--- config.mk ---
export PLATFORM = sky130hd
export DESIGN_NAME = paralelo_serial_tx_flat
export DESIGN_NICKNAME = d
export VERILOG_FILES = /design/src/rtl/phy_pkg.sv /design/src/rtl/paralelo_serial_tx_if.sv /design/src/rtl/tx_shifter8.sv /design/src/rtl/paralelo_serial_tx.sv /design/src/flat_wrapper.sv
export SDC_FILE = /design/constraint.sdc
export NUM_CORES = 1
export LEC_CHECK = 0
export ABC_CLOCK_PERIOD_IN_PS = 2900
export CAP_MARGIN = 20
export CORE_ASPECT_RATIO = 0.9
export CORE_MARGIN = 2
export CORE_UTILIZATION = 50
export CTS_CLUSTER_DIAMETER = 120
export DETAILED_ROUTE_END_ITERATION = 8
export PLACE_DENSITY = 0.81
export SYNTH_ARGS = -nofsm -noshare
export SYNTH_HDL_FRONTEND = slang
export SYNTH_SLANG_ARGS = --single-unit
--- constraint.sdc ---
create_clock -name clk_32f -period 2.9 [get_ports clk_32f]
set_input_delay 0.58 -clock clk_32f [delete_from_list [all_inputs] [get_ports clk_32f]]
set_output_delay 0.58 -clock clk_32f [all_outputs]
set_load 0.02 [all_outputs]
--- src/rtl/phy_pkg.sv ---
// Constants and state encoding shared by the transmit serializer and the receive PHY.
package phy_pkg;

    localparam int                  SYMBOL_W        = 8;
    localparam logic [SYMBOL_W-1:0] COM_SYMBOL      = 8'hBC;
    localparam int                  SYNC_COUNT_DFLT = 4;

    typedef enum logic {
        SYNC   = 1'b0,
        ACTIVE = 1'b1
    } phy_state_e;

endpackage

--- src/rtl/paralelo_serial_tx_if.sv ---
// Byte-in / serial-out signal bundle of the transmit serializer.
// Handshake: a byte moves on a rising edge where valid_in && ready_out; the producer
// keeps data_in stable while valid_in is high until that edge, and ready_out is combinational.
interface paralelo_serial_tx_if;
    import phy_pkg::*;

    logic [SYMBOL_W-1:0] data_in;
    logic                valid_in;
    logic                ready_out;
    logic                data_out;
    logic                byte_strobe_out;
    logic                data_flag_out;
    logic                active_out;
    phy_state_e          state_dbg;

    modport slave (
        input  data_in, valid_in,
        output ready_out, data_out, byte_strobe_out, data_flag_out, active_out, state_dbg
    );

    modport master (
        output data_in, valid_in,
        input  ready_out, data_out, byte_strobe_out, data_flag_out, active_out, state_dbg
    );

endinterface

--- src/rtl/tx_shifter8.sv ---
// Free-running 8-bit symbol shifter: loads a new symbol every 8 edges and emits it MSB first.
module tx_shifter8 (
    input  logic       clk_32f,
    input  logic       rst,
    input  logic [7:0] sym_i,
    output logic       data_o,
    output logic       byte_strobe_o,
    output logic       boundary_o
);

    logic [2:0] bit_cnt_q, bit_cnt_d;
    logic [6:0] shift_q, shift_d;
    logic       data_q, data_d;
    logic       strobe_q, strobe_d;

    assign boundary_o    = (bit_cnt_q == 3'd0);
    assign data_o        = data_q;
    assign byte_strobe_o = strobe_q;

    always_comb begin
        bit_cnt_d = bit_cnt_q + 3'd1;
        shift_d   = {shift_q[5:0], 1'b0};
        data_d    = shift_q[6];
        strobe_d  = 1'b0;
        if (boundary_o) begin
            shift_d  = sym_i[6:0];
            data_d   = sym_i[7];
            strobe_d = 1'b1;
        end
    end

    always_ff @(posedge clk_32f or posedge rst) begin
        if (rst) begin
            bit_cnt_q <= 3'd0;
            shift_q   <= 7'd0;
            data_q    <= 1'b0;
            strobe_q  <= 1'b0;
        end else begin
            bit_cnt_q <= bit_cnt_d;
            shift_q   <= shift_d;
            data_q    <= data_d;
            strobe_q  <= strobe_d;
        end
    end

endmodule

--- src/rtl/paralelo_serial_tx.sv ---
// Transmit serializer top: COM preamble FSM, one-entry holding register and handshake
// in front of the symbol shifter.
module paralelo_serial_tx #(
    parameter logic [7:0] COM_SYMBOL = phy_pkg::COM_SYMBOL,
    parameter int         SYNC_COUNT = phy_pkg::SYNC_COUNT_DFLT
) (
    input  logic                 clk_32f,
    input  logic                 rst,
    paralelo_serial_tx_if.slave  bus
);
    import phy_pkg::*;

    localparam int                SYNC_W    = $clog2(SYNC_COUNT + 1);
    localparam logic [SYNC_W-1:0] SYNC_LAST = SYNC_W'(SYNC_COUNT);

    phy_state_e        state_q, state_d;
    logic [SYNC_W-1:0] sync_cnt_q, sync_cnt_d;
    logic [7:0]        hold_data_q, hold_data_d;
    logic              hold_valid_q, hold_valid_d;
    logic              flag_q, flag_d;

    logic       boundary;
    logic       ready;
    logic       transfer;
    logic       consume;
    logic [7:0] sym;

    always_comb begin
        state_d      = state_q;
        sync_cnt_d   = sync_cnt_q;
        hold_data_d  = hold_data_q;
        hold_valid_d = hold_valid_q;
        flag_d       = flag_q;
        sym          = COM_SYMBOL;
        ready        = 1'b0;
        consume      = 1'b0;

        case (state_q)
            SYNC: begin
                if (boundary) begin
                    sync_cnt_d = sync_cnt_q + SYNC_W'(1);
                    if (sync_cnt_d == SYNC_LAST) state_d = ACTIVE;
                end
            end
            ACTIVE: begin
                // A full hold can still take a byte on the edge that empties it into the shifter.
                ready = !hold_valid_q || boundary;
                if (boundary && hold_valid_q) begin
                    sym     = hold_data_q;
                    consume = 1'b1;
                end
            end
            default: state_d = SYNC;
        endcase

        if (boundary) flag_d = consume;

        transfer = bus.valid_in && ready;
        if (consume) hold_valid_d = 1'b0;
        if (transfer) begin
            hold_data_d  = bus.data_in;
            hold_valid_d = 1'b1;
        end
    end

    always_ff @(posedge clk_32f or posedge rst) begin
        if (rst) begin
            state_q      <= SYNC;
            sync_cnt_q   <= '0;
            hold_data_q  <= 8'd0;
            hold_valid_q <= 1'b0;
            flag_q       <= 1'b0;
        end else begin
            state_q      <= state_d;
            sync_cnt_q   <= sync_cnt_d;
            hold_data_q  <= hold_data_d;
            hold_valid_q <= hold_valid_d;
            flag_q       <= flag_d;
        end
    end

    tx_shifter8 u_shifter (
        .clk_32f       (clk_32f),
        .rst           (rst),
        .sym_i         (sym),
        .data_o        (bus.data_out),
        .byte_strobe_o (bus.byte_strobe_out),
        .boundary_o    (boundary)
    );

    assign bus.ready_out     = ready;
    assign bus.data_flag_out = flag_q;
    assign bus.active_out    = (state_q == ACTIVE);
    assign bus.state_dbg     = state_q;

endmodule

--- src/flat_wrapper.sv ---
// flat-port wrapper written by rule: the top's interface ports become plain ports
module paralelo_serial_tx_flat import phy_pkg::*;
#(
    parameter logic [7:0] COM_SYMBOL = phy_pkg::COM_SYMBOL,
    parameter int         SYNC_COUNT = phy_pkg::SYNC_COUNT_DFLT
)
  (clk_32f, rst, bus_data_in, bus_valid_in, bus_ready_out, bus_data_out, bus_byte_strobe_out, bus_data_flag_out, bus_active_out, bus_state_dbg);
  paralelo_serial_tx_if bus_i ();
  input  logic clk_32f;
  input  logic rst;
  input wire logic [$bits(bus_i.data_in)-1:0] bus_data_in;
  input wire logic [$bits(bus_i.valid_in)-1:0] bus_valid_in;
  output wire logic [$bits(bus_i.ready_out)-1:0] bus_ready_out;
  output wire logic [$bits(bus_i.data_out)-1:0] bus_data_out;
  output wire logic [$bits(bus_i.byte_strobe_out)-1:0] bus_byte_strobe_out;
  output wire logic [$bits(bus_i.data_flag_out)-1:0] bus_data_flag_out;
  output wire logic [$bits(bus_i.active_out)-1:0] bus_active_out;
  output wire logic [$bits(bus_i.state_dbg)-1:0] bus_state_dbg;
  assign bus_i.data_in = bus_data_in;
  assign bus_i.valid_in = bus_valid_in;
  assign bus_ready_out = bus_i.ready_out;
  assign bus_data_out = bus_i.data_out;
  assign bus_byte_strobe_out = bus_i.byte_strobe_out;
  assign bus_data_flag_out = bus_i.data_flag_out;
  assign bus_active_out = bus_i.active_out;
  assign bus_state_dbg = bus_i.state_dbg;
  paralelo_serial_tx #(.COM_SYMBOL(COM_SYMBOL), .SYNC_COUNT(SYNC_COUNT)) u_core (.clk_32f(clk_32f), .rst(rst), .bus(bus_i));
endmodule
; ---- After elaboration in Yosys (flattened, before gate mapping)
; Cells that the tools add are included.
[totals]
wordCells = 33
ff_bits = 26
input_bits = 11
ramBits = 0
output_inout_bits = 6
romBits = 0
latch_bits = 0
memories = 0
[op_classes]
n_eq_ne = 1
add_sub_neg = 2
order_cmp = 0
muxes = 13
shifts = 0
n_mul = 0
bitwise_logic = 1
n_reduce_logical = 7
div = 0
[op_table]
columns = op, count
row1 = $mux 8, 2
row2 = $mux 1, 10
row3 = $mux 7, 1
row4 = $add 3x1->3 const B, 2
row5 = $eq 3x3->1 const B, 1
row6 = $logic_not 3->1, 1
row7 = $logic_and 1x1->1, 2
row8 = $reduce_and 2->1, 1
row9 = $reduce_bool 2->1, 1
row10 = $logic_not 1->1, 1
row11 = $logic_or 1x1->1, 1
row12 = $not 1->1, 1

; ---- Logic depth before layout (Yosys ltp)
; Gate-level depths: netlist (run 1).
[depth]
ltp_word = 6
ltp_mapped = 7

; ---- Cells and area by module
; A second synthesis (run 1) with hierarchy kept.
[hier_totals]
cells_unflattened = 79
area_unflattened_um2 = 1148.6
[by_module_without_submodules]
columns = mod, area_per_inst_um2, cells_per_inst, n_inst
row1 = paralelo_serial_tx, 674.4, 51, 1
row2 = tx_shifter8, 474.2, 28, 1

; ---- Worst setup path before layout (run 1)
; OpenSTA, ideal clock, no wires.
[synth_path]
path_kind = reg2out
start = register u_core.u_shifter.bit_cnt_q[0]
end = output bus_ready_out
arrival_ns = 1.165
slack_ns = 1.155
required_time_ns = 2.320
path_stages_with_launch = 6
cell_sequence = dfrtp_1 inv_1 ha_1 nand2b_4 buf_6 a21oi_1
[synth_via]
elab_chain_cells = 3
[synth_rtl]
columns = element, line
row1 = from (decl), tx_shifter8.sv:11  ; logic [2:0] bit_cnt_q, bit_cnt_d;
row2 = from (signal assigned), tx_shifter8.sv:39  ; bit_cnt_q <= bit_cnt_d;
row3 = $logic_not 3->1, tx_shifter8.sv:16  ; assign boundary_o = (bit_cnt_q == 3'd0);
row4 = $logic_or 1x1->1, paralelo_serial_tx.sv:47  ; ready = !hold_valid_q || boundary;
row5 = $mux 1, paralelo_serial_tx.sv:38  ; case (state_q)
row6 = to (decl), flat_wrapper.sv:13  ; output wire logic [$bits(bus_i.ready_out)-1:0] bus_ready_out;
; Every way passes these cells.

; ---- Final worst setup path (run 1)
; Same ends and word-level chain as after synthesis.

==> impl_metrics.py, run 1 <==
metrics = {
    "setup_path": {
        "cp_max_fo": 7,
        "end_kind": "output port",
        "crit_required_ps": 2320,
        "path_cells": "inv_1 -> ha_1 -> nand2b_4 -> a21oi_1 -> clkdlybuf4s50_1",
        "rr_startpoint": "u_core.u_shifter.bit_cnt_q[0]",
        "cpMaxStageDelayCell": "clkdlybuf4s50_1",
        "worst-r2r-setup-slack_ps": 1260,
        "slowest_delay_ps": 620,
        "regToRegEndpoint": "u_core.sync_cnt_q[1]",
        "critical_path_class": "reg2out",
        "cp_data_arrival_time_ps": 1870,
        "r2r_cells": 4,
        "start_kind": "flip-flop",
    },
    "logic_synthesis": {
        "synth_seq_cells": 26,
        "synth.area.top_cells": "dfrtp_1 64%, mux2_2 10%, ha_1 4.9%",
        "synth.avg_cell_area_um2": 14.1,
        "synth_top_area_cell": "dfrtp_1",
        "yosys_warnings": 0,
        "synth-edff-count": 0,
        "netlist_top_cells_count": "26 x dfrtp_1, 9 x mux2_2, 6 x nand2_1",
        "ys.flop_type": "dfrtp_1",
        "synth_cell_types": 20,
        "syn_inst": 72,
        "syn_area_um2": 1020,
        "yosys.area.top_type_share_pct": 63.9,
        "synth_fp_nets": 87,
        "yosysMostFrequentCell": "dfrtp_1",
        "ys_seq_area_share_pct": 63.9,
        "async_reset_ff_share_pct": 100,
    },
    "hold_path": {
        "hp-start": "u_core.u_shifter.bit_cnt_q[0]",
        "whs_path_depth": 1,
        "hold-path-endpoint": "u_core.u_shifter.bit_cnt_q[0]",
        "min_path_type": "reg2reg",
    },
    "placed_design": {
        "gp_congestion": 0.677,
        "io_buffers": 16,
        "place_hpwl_um": 1170,
    },
    "sta": {
        "fmax_ghz": 0.407,
        "period_minus_slack_ps": 2450,
        "hold_violations": 0,
        "slew_headroom_pct": 65.5,
        "fin_crit_sh_pct": 84.6,
        "setup_violations": 0,
        "rsz0062_at_grt": "false",
        "hold_slack_ps": 453,
        "clock_skew_ps": 5.88,
        "drv_slew": 0,
        "timing.setup.tns_ps": 0,
        "tightestPinTransition_ps": 516,
    },
    "clocking": {
        "cts_root_buf": "clkbuf_4",
        "post_cts_resized": 0,
        "htreeDepth": 1,
        "clock-sinks": 26,
        "clock_latency_ps": 320,
        "cts_buffer_depth": 2,
        "cts_made_buffers": 3,
        "clkTransAtPathRegs_ps": 130,
        "cts_hold_buf": 0,
        "cts_setup_buffers": 0,
        "cts_tree": "built",
    },
    "die": {
        "die_x_um": 51.6,
        "placementRows": 15,
        "dieHeight_um": 46.8,
        "start_util_pct": 53.2,
        "die_area_um2": 2410,
        "core_um2": 1910,
        "io_pins": 17,
    },
    "pwr": {
        "irDropWorstVdd_v": 0.000320,
        "pwr-share-comb_pct": 10.3,
        "p_leak_nw": 0.581,
        "seq_power_share_pct": 62.5,
        "clkPwrFrac_pct": 27.2,
        "p_int_mw": 0.513,
        "swShare_pct": 21.3,
        "p_switching_mw": 0.139,
        "p_per_area_nw_per_um2": 528,
    },
    "global_routing": {
        "grt.total_usage_pct": 15.5,
        "globalRouteMet1Util_pct": 18.3,
        "grt-busiest-layer": "met2",
        "grt_max_degree": 27,
        "use_met3_pct": 3.18,
        "grt_pass1_wl_um": 2620,
        "grt_overflow": 0,
        "met2_usage_pct": 27.7,
        "grt_pass1_vias": 588,
        "antenna_found_initial": 0,
    },
    "routing": {
        "drtIter0Drc": 11,
        "dr.pass1.iters": 4,
        "via_per_inst": 5.04,
        "wirelength_um": 1550,
        "drc": 0,
        "ant_nets": 0,
        "vias": 585,
        "routed_wire_length_per_instance_um": 13.4,
    },
    "outcome": {
        "status": "completed",
    },
    "final_layout": {
        "layout-drive-gt1-share_pct": 18.7,
        "diodes": 0,
        "syn_to_final_growth_pct": 21.3,
        "nets": 107,
    },
    "flow_run": {
        "drv_cap": 0,
    },
}
cell usage in the layout (no fill, tap or decap), types with 2 or more instances in the layout:
cell | Yosys | routed
mux2_2 | 9 | 9
inv_1 | 5 | 5
o22a_1 | 5 | 5
ha_1 | 4 | 4
a21oi_1 | 2 | 2
dfrtp_1 | 26 | 26
clkdlybuf4s50_1 | 0 | 16
nand2_1 | 6 | 6
clkbuf_4 | 0 | 3
xor2_1 | 2 | 2
a22o_1 | 2 | 2
metal layers:
layer | routed length, µm | up-vias
met5 | 0 | -
met4 | 27 | 0
met3 | 67 | 5
met2 | 778 | 16
met1 | 680 | 280
li1 | - | 284
cells by family after synthesis:
| family | Yosys count | synth area share [%] |
|---|---|---|
| flip-flops | 26 | 63.9 |
| AND/OR/NAND/NOR | 12 | 6.39 |
| buffers and inverters | 8 | 4.05 |
| multiplexers | 9 | 9.95 |
| XOR/XNOR | 2 | 1.72 |
| AO/OA/AOI/OAI | 11 | 9.09 |
| adder cells (fa/ha/maj) | 4 | 4.91 |
metrics by stage:
step | instance area, µm² | total power [mW] | utilization (%) | cells | setup slack [ps]
CTS | 1230 | 0.660 | 64.5 | 116 | 429
global placement | 1200 | 0.479 | 62.6 | 112 | 823
detailed placement | 1200 | 0.484 | 62.6 | 112 | 794
global route | 1230 | 0.682 | 64.5 | 116 | 338
finish | 1230 | 0.652 | 64.5 | 116 | 446
floorplan | 1020 | 0.451 | - | 72 | 1150
critical path, delay by kind of cell, from the launching register on:
kind            cells  cell delay, ps
buf+inv             2             690
fa+ha+maj           1             200
compound gates      1             150
simple gates        1             110
flops               1             400
how the worst max path moves through the flow:
stage | end | slack (ps) | start
floorplan | bus_ready_out | 1150 | u_core.u_shifter.bit_cnt_q[0]
global placement | bus_ready_out | 820 | u_core.u_shifter.bit_cnt_q[0]
detailed placement | bus_ready_out | 790 | u_core.u_shifter.bit_cnt_q[0]
CTS | bus_ready_out | 430 | u_core.u_shifter.bit_cnt_q[0]
global route | bus_ready_out | 340 | u_core.u_shifter.bit_cnt_q[0]
finish | bus_ready_out | 450 | u_core.u_shifter.bit_cnt_q[0]
registers in the layout, summed over array words and instances (netlist names):
| signal | cells |
|---|---|
| u_core.u_shifter.data_o | 1 |
| u_core.bus.data_flag_out | 1 |
| u_core.sync_cnt_q | 3 |
| u_core.hold_valid_q | 1 |
| u_core.u_shifter.shift_q | 7 |
| u_core.hold_data_q | 8 |
| u_core.bus.active_out | 1 |
| u_core.u_shifter.bit_cnt_q | 3 |
| u_core.u_shifter.byte_strobe_o | 1 |
cell type report:
| type | count | area (µm²) |
|---|---|---|
| Clock buffer | 4 | 36.3 |
| Timing Repair Buffer | 17 | 168 |
| Multi-Input combinational cell | 38 | 327 |
| Fill cell | 147 | 679 |
| Inverter | 6 | 22.5 |
| Tap cell | 25 | 31.3 |
| Sequential cell | 26 | 651 |
power by group through the flow:
| stage | Combinational (mW) | Clock [mW] | Sequential, mW |
|---|---|---|---|
| after floorplan | 0.0390 | 0 | 0.412 |
| final | 0.0671 | 0.177 | 0.408 |
| after global routing | 0.0732 | 0.198 | 0.412 |
| after detailed placement | 0.0679 | 0 | 0.416 |
| after global placement | 0.0657 | 0 | 0.413 |
| after CTS | 0.0686 | 0.183 | 0.408 |
No activity file was read; power rests on OpenSTA's default activity.
==> run 2, diff against run 1 <==
--- a/config.mk
+++ b/config.mk
@@ -5,14 +5,14 @@
 export SDC_FILE = /design/constraint.sdc
 export NUM_CORES = 1
 export LEC_CHECK = 0
-export ABC_CLOCK_PERIOD_IN_PS = 2900
+export ABC_CLOCK_PERIOD_IN_PS = 2200
 export CAP_MARGIN = 20
 export CORE_ASPECT_RATIO = 0.9
 export CORE_MARGIN = 2
-export CORE_UTILIZATION = 50
+export CORE_UTILIZATION = 45
 export CTS_CLUSTER_DIAMETER = 120
 export DETAILED_ROUTE_END_ITERATION = 8
-export PLACE_DENSITY = 0.81
+export PLACE_DENSITY = 0.77
 export SYNTH_ARGS = -nofsm -noshare
 export SYNTH_HDL_FRONTEND = slang
 export SYNTH_SLANG_ARGS = --single-unit
==> constraint.sdc (replaced) <==
create_clock -name clk_32f -period 2.2 [get_ports clk_32f]
set_input_delay 0.44 -clock clk_32f [delete_from_list [all_inputs] [get_ports clk_32f]]
set_output_delay 0.44 -clock clk_32f [all_outputs]
set_load 0.02 [all_outputs]
==> impl_metrics.py, run 2 (synthesis gave the netlist of run 1 again) <==
metrics = {
    "outcome": {
        "status": "completed",
    },
    "global_routing": {
        "grt_overflow": 0,
        "grt.total_usage_pct": 12.9,
        "grt_pass1_wl_um": 2530,
        "grt_pass1_vias": 592,
        "antenna_found_initial": 0,
        "grt_max_degree": 27,
    },
    "die": {
        "dieHeight_um": 49.1,
        "core_um2": 2160,
        "die_x_um": 54.1,
        "start_util_pct": 47.1,
        "placementRows": 16,
        "die_area_um2": 2660,
        "io_pins": 17,
    },
    "routing": {
        "routed_wire_length_per_instance_um": 11.7,
        "drtIter0Drc": 2,
        "ant_nets": 0,
        "drc": 0,
        "via_per_inst": 4.93,
        "dr.pass1.iters": 3,
        "wirelength_um": 1380,
        "vias": 582,
    },
    "clocking": {
        "htreeDepth": 1,
        "clock_latency_ps": 310,
        "cts_buffer_depth": 2,
        "clkTransAtPathRegs_ps": 130,
        "cts_hold_buf": 0,
        "cts_made_buffers": 3,
        "cts_tree": "built",
        "clock-sinks": 26,
        "cts_root_buf": "clkbuf_4",
    },
    "pwr": {
        "irDropWorstVdd_v": 0.000342,
        "p_per_area_nw_per_um2": 688,
        "p_leak_nw": 0.583,
    },
    "sta": {
        "hold_violations": 0,
        "drv_slew": 0,
        "clock_skew_ps": 0.432,
        "fin_crit_sh_pct": 92.7,
        "rsz0062_at_grt": "false",
        "period_minus_slack_ps": 2040,
        "tightestPinTransition_ps": 538,
        "timing.setup.tns_ps": 0,
        "fmax_ghz": 0.490,
        "slew_headroom_pct": 64.0,
        "setup_violations": 0,
    },
    "setup_path": {
        "cp_max_fo": 7,
        "end_kind": "output port",
        "critPathLaunch": "u_core.u_shifter.bit_cnt_q[0]",
        "cp_data_arrival_time_ps": 1600,
        "start_kind": "flip-flop",
        "critical_path_class": "reg2out",
        "crit_required_ps": 1760,
        "rr_startpoint": "u_core.u_shifter.bit_cnt_q[0]",
    },
    "final_layout": {
        "diodes": 0,
        "layout-drive-gt1-share_pct": 18.7,
        "nets": 107,
        "layout_commonest_cell": "dfrtp_1",
        "layout_common_cells": "26 x dfrtp_1, 15 x clkdlybuf4s50_1, 9 x mux2_2",
        "syn_to_final_growth_pct": 21.4,
        "top_regs": "u_core.hold_data_q x8, u_core.u_shifter.shift_q x7",
        "fin_cells": 118,
        "largest_register_ffs": 8,
        "top_register": "u_core.hold_data_q",
        "nFillCells": 190,
    },
    "placed_design": {
        "place_hpwl_um": 1040,
        "gp_congestion": 0.661,
        "io_buffers": 16,
        "dp_cells": 114,
    },
    "hold_path": {
        "min_path_type": "reg2reg",
        "hp-start": "u_core.u_shifter.bit_cnt_q[0]",
    },
    "flow_run": {
        "drv_cap": 0,
    },
}
## run 2: changes by cell type in the layout (fill, tap and decap cells not counted), sizes merged
cell           change
clkdlybuf4s50      -1
dlygate4sd2        +1
## run 2: worst paths after layout
check | to | slack (ps) | cells after the start
setup / recovery | bus_ready_out | 160 | 5
hold reg to reg | u_core.u_shifter.bit_cnt_q[0] | 450 | 1
setup reg to reg | u_core.sync_cnt_q[1] | 540 | 4
min in group asynchronous | u_core.hold_data_q[0] | 460 | 3
max in group asynchronous | u_core.bus.active_out | 1500 | 3
hold / removal | u_core.u_shifter.bit_cnt_q[0] | 450 | 1
## run 2: power by group
group / internal (mW) / switching, mW / leakage, nW
Clock: 0.101 / 0.128 / 0.0210
Sequential: 0.518 / 0.0179 / 0.302
Combinational: 0.0559 / 0.0300 / 0.260
Total: 0.675 / 0.176 / 0.583
## run 2: stage by stage
stage / hold slack (ps) / power [mW] / setup WS, ps / util, % / cell area (µm²)
floorplan: 418 / 0.595 / 595 / - / 1020
global placement: 429 / 0.631 / 262 / 55.6 / 1200
detailed placement: 438 / 0.635 / 228 / 55.6 / 1200
CTS: 457 / 0.867 / 138 / 57.2 / 1240
global route: 494 / 0.894 / 26.6 / 57.2 / 1240
finish: 449 / 0.851 / 160 / 57.2 / 1240
## run 2: layout make-up
cell class              count  area, µm²  share of cell area (%)
clock buffers               4       36.3                    2.94
inverters                   6       22.5                    1.82
multi-input cells          38        327                    26.4
flip-flops and latches     26        651                    52.6
well taps                  27       33.8                    2.73
repair buffers             17        166                    13.5
## run 2: routing by layer
metal | wire length, µm | track usage, %
met5 | 0 | 0
met3 | 47 | 1.84
met4 | 29 | 7.50
met2 | 645 | 18.7
met1 | 657 | 18.1
## run 2: what timing repair did
action | CTS | global route
setup buffers | 0 | 0
hold endpoints to repair | 0 | 0
resized for setup | 1 | 0
endpoints found under the setup margin | 1 | 0
## run 2: critical path, stage by stage, from the launching register on
cell and delay, ps:
dfrtp_1 400, inv_1 70, ha_1 210, nand2b_4 100, a21oi_1 160, dlygate4sd2_1 340
